`src/rtl/alu_pkg.sv`:
```
// Shared types and constants for the 8-bit datapath ALU.
// Opcode encoding is owned by the control/microcode unit.
package alu_pkg;

    localparam int W   = 8;
    localparam int OPW = 4;

    typedef enum logic [OPW-1:0] {
        ADD = 4'd0,
        SUB = 4'd1,
        AND = 4'd2,
        NOR = 4'd3,
        XOR = 4'd4,
        SHR = 4'd5,
        SHL = 4'd6,
        EQ  = 4'd7,
        NE  = 4'd8,
        GT  = 4'd9,
        LT  = 4'd10
    } op_t;

endpackage

```
`src/rtl/alu_flags.sv`:
```
// Status flags derived from the ALU result.
// Purely combinational; no state.
module alu_flags
    import alu_pkg::*;
(
    input  logic [W-1:0] result,
    output logic         zero,
    output logic         parity,
    output logic         odd
);

    // Zero, XOR-reduction parity and LSB taken straight from the result
    always_comb begin
        zero   = (result == '0);
        parity = ^result;
        odd    = result[0];
    end

endmodule

```
`src/rtl/alu.sv`:
```
// 8-bit combinational ALU with one registered carry/shift-out bit.
// Out and flags have zero latency; SC_out updates on Clk.
module alu
    import alu_pkg::*;
(
    input  logic           Clk,
    input  logic           Reset,
    input  logic [W-1:0]   InputA,
    input  logic [W-1:0]   InputB,
    input  logic           SC_in,
    input  logic [OPW-1:0] OP,
    output logic [W-1:0]   Out,
    output logic           Zero,
    output logic           Parity,
    output logic           Odd,
    output logic           SC_out
);

    logic [W:0] sum;
    logic [W:0] diff;
    logic [W:0] shr_ext;
    logic [W:0] shl_ext;
    logic       sc_next;

    // Widened by one bit so the carry/borrow and last shifted-out
    // bit fall out of the same operation as the result.
    // For shifts, B = 0 or B > 8 leaves the extra bit clear.
    assign sum     = {1'b0, InputA} + {1'b0, InputB} + {{W{1'b0}}, SC_in};
    assign diff    = {1'b0, InputA} - {1'b0, InputB} - {{W{1'b0}}, SC_in};
    assign shr_ext = {InputA, 1'b0} >> InputB;
    assign shl_ext = {1'b0, InputA} << InputB;

    // Result mux and next carry; non-carry ops hold SC_out
    always_comb begin
        Out     = '0;
        sc_next = SC_out;
        case (OP)
            ADD: begin
                Out     = sum[W-1:0];
                sc_next = sum[W];
            end
            SUB: begin
                Out     = diff[W-1:0];
                sc_next = diff[W];
            end
            AND: Out = InputA & InputB;
            NOR: Out = ~(InputA | InputB);
            XOR: Out = InputA ^ InputB;
            SHR: begin
                Out     = shr_ext[W:1];
                sc_next = shr_ext[0];
            end
            SHL: begin
                Out     = shl_ext[W-1:0];
                sc_next = shl_ext[W];
            end
            EQ:  Out = {{(W-1){1'b0}}, InputA == InputB};
            NE:  Out = {{(W-1){1'b0}}, InputA != InputB};
            GT:  Out = {{(W-1){1'b0}}, InputA > InputB};
            LT:  Out = {{(W-1){1'b0}}, InputA < InputB};
            default: Out = '0;
        endcase
    end

    // Carry register; Reset wins over any op in the same cycle
    always_ff @(posedge Clk) begin
        if (Reset) begin
            SC_out <= 1'b0;
        end else begin
            SC_out <= sc_next;
        end
    end

    alu_flags u_flags (
        .result (Out),
        .zero   (Zero),
        .parity (Parity),
        .odd    (Odd)
    );

endmodule

```
`config.mk`:
```
export PLATFORM = sky130hd
export DESIGN_NAME = alu
export DESIGN_NICKNAME = d
export VERILOG_FILES = /design/src/rtl/alu_pkg.sv /design/src/rtl/alu_flags.sv /design/src/rtl/alu.sv
export SDC_FILE = /design/constraint.sdc
export NUM_CORES = 1
export LEC_CHECK = 0
export ABC_AREA = 1
export CAP_MARGIN = 20
export CORE_ASPECT_RATIO = 0.8
export CORE_UTILIZATION = 51
export DETAILED_ROUTE_END_ITERATION = 8
export PLACE_DENSITY = 0.79
export SLEW_MARGIN = 20
export SYNTH_ARGS = -nofsm -noshare
export SYNTH_HDL_FRONTEND = slang
export SYNTH_HIERARCHICAL = 1
export SYNTH_SLANG_ARGS = --single-unit
```
`constraint.sdc`:
```
create_clock -name Clk -period 2.8 [get_ports Clk]
set_input_delay 0.28 -clock Clk [delete_from_list [all_inputs] [get_ports Clk]]
set_output_delay 0.28 -clock Clk [all_outputs]
set_load 0.02 [all_outputs]
```
==> summary.md, run 1 <==
| Metric | Value |
|---|---|
| Largest net degree at the start of global routing | `13` |
| Top-area cell type share of the netlist area | `22.4%` |
| Worst slack at placement | `-1510 ps` |
| Final GP Congestion | `just over 1` |
| Synth Instances | `~410` |
| Die Height | `roughly 63 um` |
| Synth cell count leaders | `104 x nand2_1, 67 x inv_1, 42 x ha_1, 42 x nor2_1, 25 x nand3_1` |
| Async SR Flop Fraction | `0%` |
| Detailed Place HPWL | `7.93 mm` |
| Site Rows | `21` |
| Ys flop type | `dfxtp_1` |
| Yosys warns | `6` |
| Leading area contributor after synthesis | `ha_1` |
| Syn avg cell area | `between 5 and 6 um^2` |
| Main area contributors after synthesis | `ha_1 22%, nand2_1 17%, inv_1 11%` |
| Die extent in x | `approximately 80 um` |
| I/O Buffers | `34` |
| GRT repair_timing worst endpoint | `Parity` |
| Status | `stopped before the end` |
| All-Layer GR Usage | `between 90 and 100%` |
| Synth unique cells | `40` |
| Fail Step | `5_1_grt` |
| Congestion Overflow GR | `350` |
| Cell with the most instances after synthesis | `nand2_1` |
| Top Ports | `35` |
| Post-synth EDFFs | `0` |
| Mapped cell area | `around 2300 um^2` |
| Kind of the worst endpoint | `output port` |
| Post-Syn Nets | `roughly 480` |
| First Err | `[ERROR GRT-0232] Routing congestion too high. Check the congestion heatmap in the GUI.` |
| FF+latch count, synth | `1` |
| Initial Util | `54.4%` |
| Post-synthesis sequential area ratio | `less than 1%` |
## stage by stage
step                std cells  cell area [um^2]
CTS                       611              3860
detailed placement        604              3560
floorplan                 408              2360
global placement          604              3560
## routing by layer
layer / GRT usage [%] / overflow
met1: 87.1 / 2
met2: 125 / 267
met5: 22.2 / 1
met4: 104 / 76
met3: 60.3 / 4
## logic make-up after synthesis
| family | count (synthesis) | synth area share (%) |
|---|---|---|
| xor gates and xnor gates | 2 | 0.747 |
| AOI/OAI and AO/OA | 71 | 18.2 |
| DFF | 1 | 0.853 |
| buffers and inverters | 80 | 14.0 |
| and+or+nand+nor | 208 | 40.4 |
| adders and majority gates | 46 | 25.8 |
## what timing repair did
item | 4_1_cts
resized for setup | 119
hold buffers | 0
endpoints found under the setup margin | 11
hold endpoints to repair | 0
pin swaps | 23
setup buffers | 7
==> inputs of run 2 (changes only) <==
- CORE_ASPECT_RATIO: 0.8 -> not set
- CORE_UTILIZATION: 51 -> 40
- PLACE_DENSITY: 0.79 -> not set
- PLACE_DENSITY_LB_ADDON: not set -> 0.15
- clock period: 2.8 -> 3.6 ns (I/O delays scaled with it)
==> run 2 against run 1 <==
Net effect:
- the run now ends clean
- synthesized cell count is the same
- area after synthesis is the same
==> summary.md, run 2 <==
| Metric | Value |
|---|---|
| Synth cell count leaders | `104 x nand2_1, 67 x inv_1, 42 x ha_1, 42 x nor2_1, 25 x nand3_1` |
| Mapped cell area | `roughly 2300 um^2` |
| Final setup viols | `0` |
| Via count | `3,173` |
| HP Class | `flip-flop to flip-flop` |
| End of the worst register-to-register path | `SC_out` |
| All-Layer GR Usage | `28.2%` |
| Post-synth EDFFs | `0` |
| Min-Delay Startpoint | `SC_out` |
| Max-slew headroom | `73.0%` |
| Reg-to-reg startpoint | `SC_out` |
| Most frequent cells in the layout | `107 x buf_4, 102 x nand2_1, 62 x inv_1, 39 x nor2_1, 34 x ha_1` |
| Core area | `between 5000 and 6000 um^2` |
| Max reg flops | `1` |
| Yosys warns | `6` |
| 1st-iter DRT viols | `around 230` |
| DRC | `0` |
| Post-synthesis sequential area ratio | `less than 1%` |
| GR Util met2 | `between 40% and 50%` |
| Congestion Overflow GR | `0` |
| Largest net degree at the start of global routing | `13` |
| Final Skew | `0 ps` |
| Top-area cell type share of the netlist area | `approximately 22%` |
| Die area | `between 6000 and 7000 um^2` |
| Cell with the most instances after synthesis | `nand2_1` |
| Clock-pin slew on the worst setup and hold paths | `0 ps` |
| Via density | `between 5 and 6` |
| Final Hold Viols | `0` |
| M3 GR Usage | `approximately 1.2%` |
| Clk pwr share | `0%` |
| First-pass GRT wire length | `roughly 14 mm` |
| Fin area | `between 3000 and 4000 um^2` |
| Vias in the first global route | `a little under 3,000` |
| Fin nets | `just over 600` |
| Top Ports | `35` |
| # fillers | `between 500 and 600` |
| PwrDens | `around 150 nW/um^2` |
| Req. time, crit path | `approximately 3200 ps` |
| Antenna cells | `0` |
| R2R Setup Slk | `2680 ps` |
| CP startpoint kind | `primary input` |
| Layout cells sized above 1 | `between 30% and 40%` |
| Top Registers | `SC_out x1` |
| Register area | `20.0 um^2` |
| GRT met1 Usage | `a little under two fifths` |
| Maxcap violations | `0` |
| Most used routing layer in global routing | `met2` |
| Crit path DAT | `around 3100 ps` |
| Ys flop type | `dfxtp_1` |
| Initial antenna violation count | `0` |
| Worst-Margin Slew | `around 390 ps` |
| Worst R2R Path Depth | `5` |
| Antenna-violating nets left | `0` |
| Post-Syn Nets | `roughly 480` |
| Final WS setup | `about 100 ps` |
| Worst skew pair latency | `0 ps` |
| Syn avg cell area | `about 5.8 um^2` |
| I/O Buffers | `34` |
| WL/cell | `approximately 14 um` |
| Async SR Flop Fraction | `0%` |
| Crit share post-route | `a little over nine tenths` |
| Hold path depth | `5` |
| Site Rows | `27` |
| Final GP Congestion | `0.971` |
| Net Sw Frac | `between 50% and 60%` |
| Synth Instances | `around 410` |
| DR pass1 iterations | `4` |
| Status | `finished, final reports clean` |
| Commonest non-fill, non-tap cell in the layout | `buf_4` |
| Hold endpoint | `SC_out` |
| Final Power | `0.000546 W` |
| Main area contributors after synthesis | `ha_1 22%, nand2_1 17%, inv_1 11%` |
| Detailed Place HPWL | `7.24 mm` |
| Initial Util | `42.1%` |
| P_int | `approximately 0.00027 W` |
| Leading area contributor after synthesis | `ha_1` |
| IR drop worst, VDD | `about 170 uV` |
| Layout area overhead | `57.0%` |
| Die Height | `just under 80 um` |
| Largest Register | `SC_out` |
| Tmin final | `around 3500 ps` |
| FMAX | `286 MHz` |
| Crit path capture type | `output pin` |
| Final wirelength | `just under 9 mm` |
| Power share of the combinational group | `97.6%` |
| Area after DPL | `between 3000 and 4000 um^2` |
| FF+latch count, synth | `1` |
| Synth unique cells | `40` |
| Crit-path max FO | `5` |
| Die extent in x | `78.6 um` |
| Area of the multi-input gates | `around 2100 um^2` |
| Slew Limit Fails | `0` |
| Register share of total power | `about 2.4%` |
| Static Leak | `2.00 nW` |
| Worst slack at placement | `-708 ps` |
| Psw | `0.000281 W` |
| CP Class | `primary input to output pin` |
==> run 2: area by class of cell <==
class / count / share of cell area, %
inverters: 73 / 7.44
multi-input cells: 327 / 58.3
flip-flops and latches: 1 / 0.544
well taps: 72 / 2.45
repair buffers: 143 / 31.3
==> run 2: kinds of logic (layout without fill, tap and decap cells) <==
group | count (synthesis) | count (layout) | synth area share (%)
AND/OR/NAND/NOR | 208 | 208 | 40.4
buffers and inverters | 80 | 216 | 14.0
AO/OA/AOI/OAI | 71 | 71 | 18.2
adder cells (fa/ha/maj) | 46 | 46 | 25.8
XOR/XNOR | 2 | 2 | 0.747
flip-flops | 1 | 1 | 0.853
==> run 2: repair_timing <==
| item | 4_1_cts | 5_1_grt |
|---|---|---|
| endpoints found under the setup margin | 9 | 8 |
| hold buffers | 0 | 0 |
| gates resized for setup | 19 | 41 |
| setup buffers | 2 | 3 |
| endpoints found under the hold margin | 0 | 0 |
| pin swaps | 1 | 15 |
| gates cloned | 0 | 0 |
==> run 2: per-layer routing <==
metal | vias to the layer above | wire length, um
met5 | - | 0
met4 | 0 | 258
met3 | 18 | 498
met2 | 115 | 4030
met1 | 1437 | 3890
li1 | 1603 | -
==> run 2: per-stage QoR <==
stage	setup TNS (ps)	cells	utilization, %	hold slack [ps]
detailed placement	-1900	611	62.8	715
CTS	-127	613	63.1	727
global placement	-1710	611	62.8	698
finish	0	616	66.1	725
floorplan	0	408	-	505
global route	-39.2	616	66.1	792
==> run 2: critical path: stages <==
cell and delay [ps]:
clkdlybuf4s50_1 510, inv_1 100, ha_4 240, ha_1 320
o21ai_0 90, nand2_1 130, nand2_1 110, a21oi_2 180
nor2_1 60, nand2_1 60, nand3_1 100, nand4_1 160
inv_2 70, ha_4 270, inv_1 40, nand2_1 50
nand2_1 40, nand2_1 50, nand2_1 60, buf_6 130
==> run 2: power groups by stage <==
stage	sequential (W)	combinational [W]	clock, W
global route	0.0000130	0.000585	0
finish	0.0000129	0.000533	0
global placement	0.0000128	0.000478	0
detailed placement	0.0000128	0.000484	0
CTS	0.0000129	0.000483	0
floorplan	0.0000139	0.000254	0
==> run 2: how the worst max path moves through the flow <==
| stage | startpoint | end | slack (ps) | depth (start not counted) |
|---|---|---|---|---|
| after floorplan | InputB[0] | Parity | 200 | 19 |
| after global placement | InputA[0] | Parity | -690 | 18 |
| after detailed placement | InputA[0] | Parity | -710 | 18 |
| after CTS | SC_in | Parity | -130 | 22 |
| after global routing | InputA[2] | Parity | -40 | 22 |
| final | InputB[3] | Parity | 100 | 20 |
(Power assumes the default switching activity.)
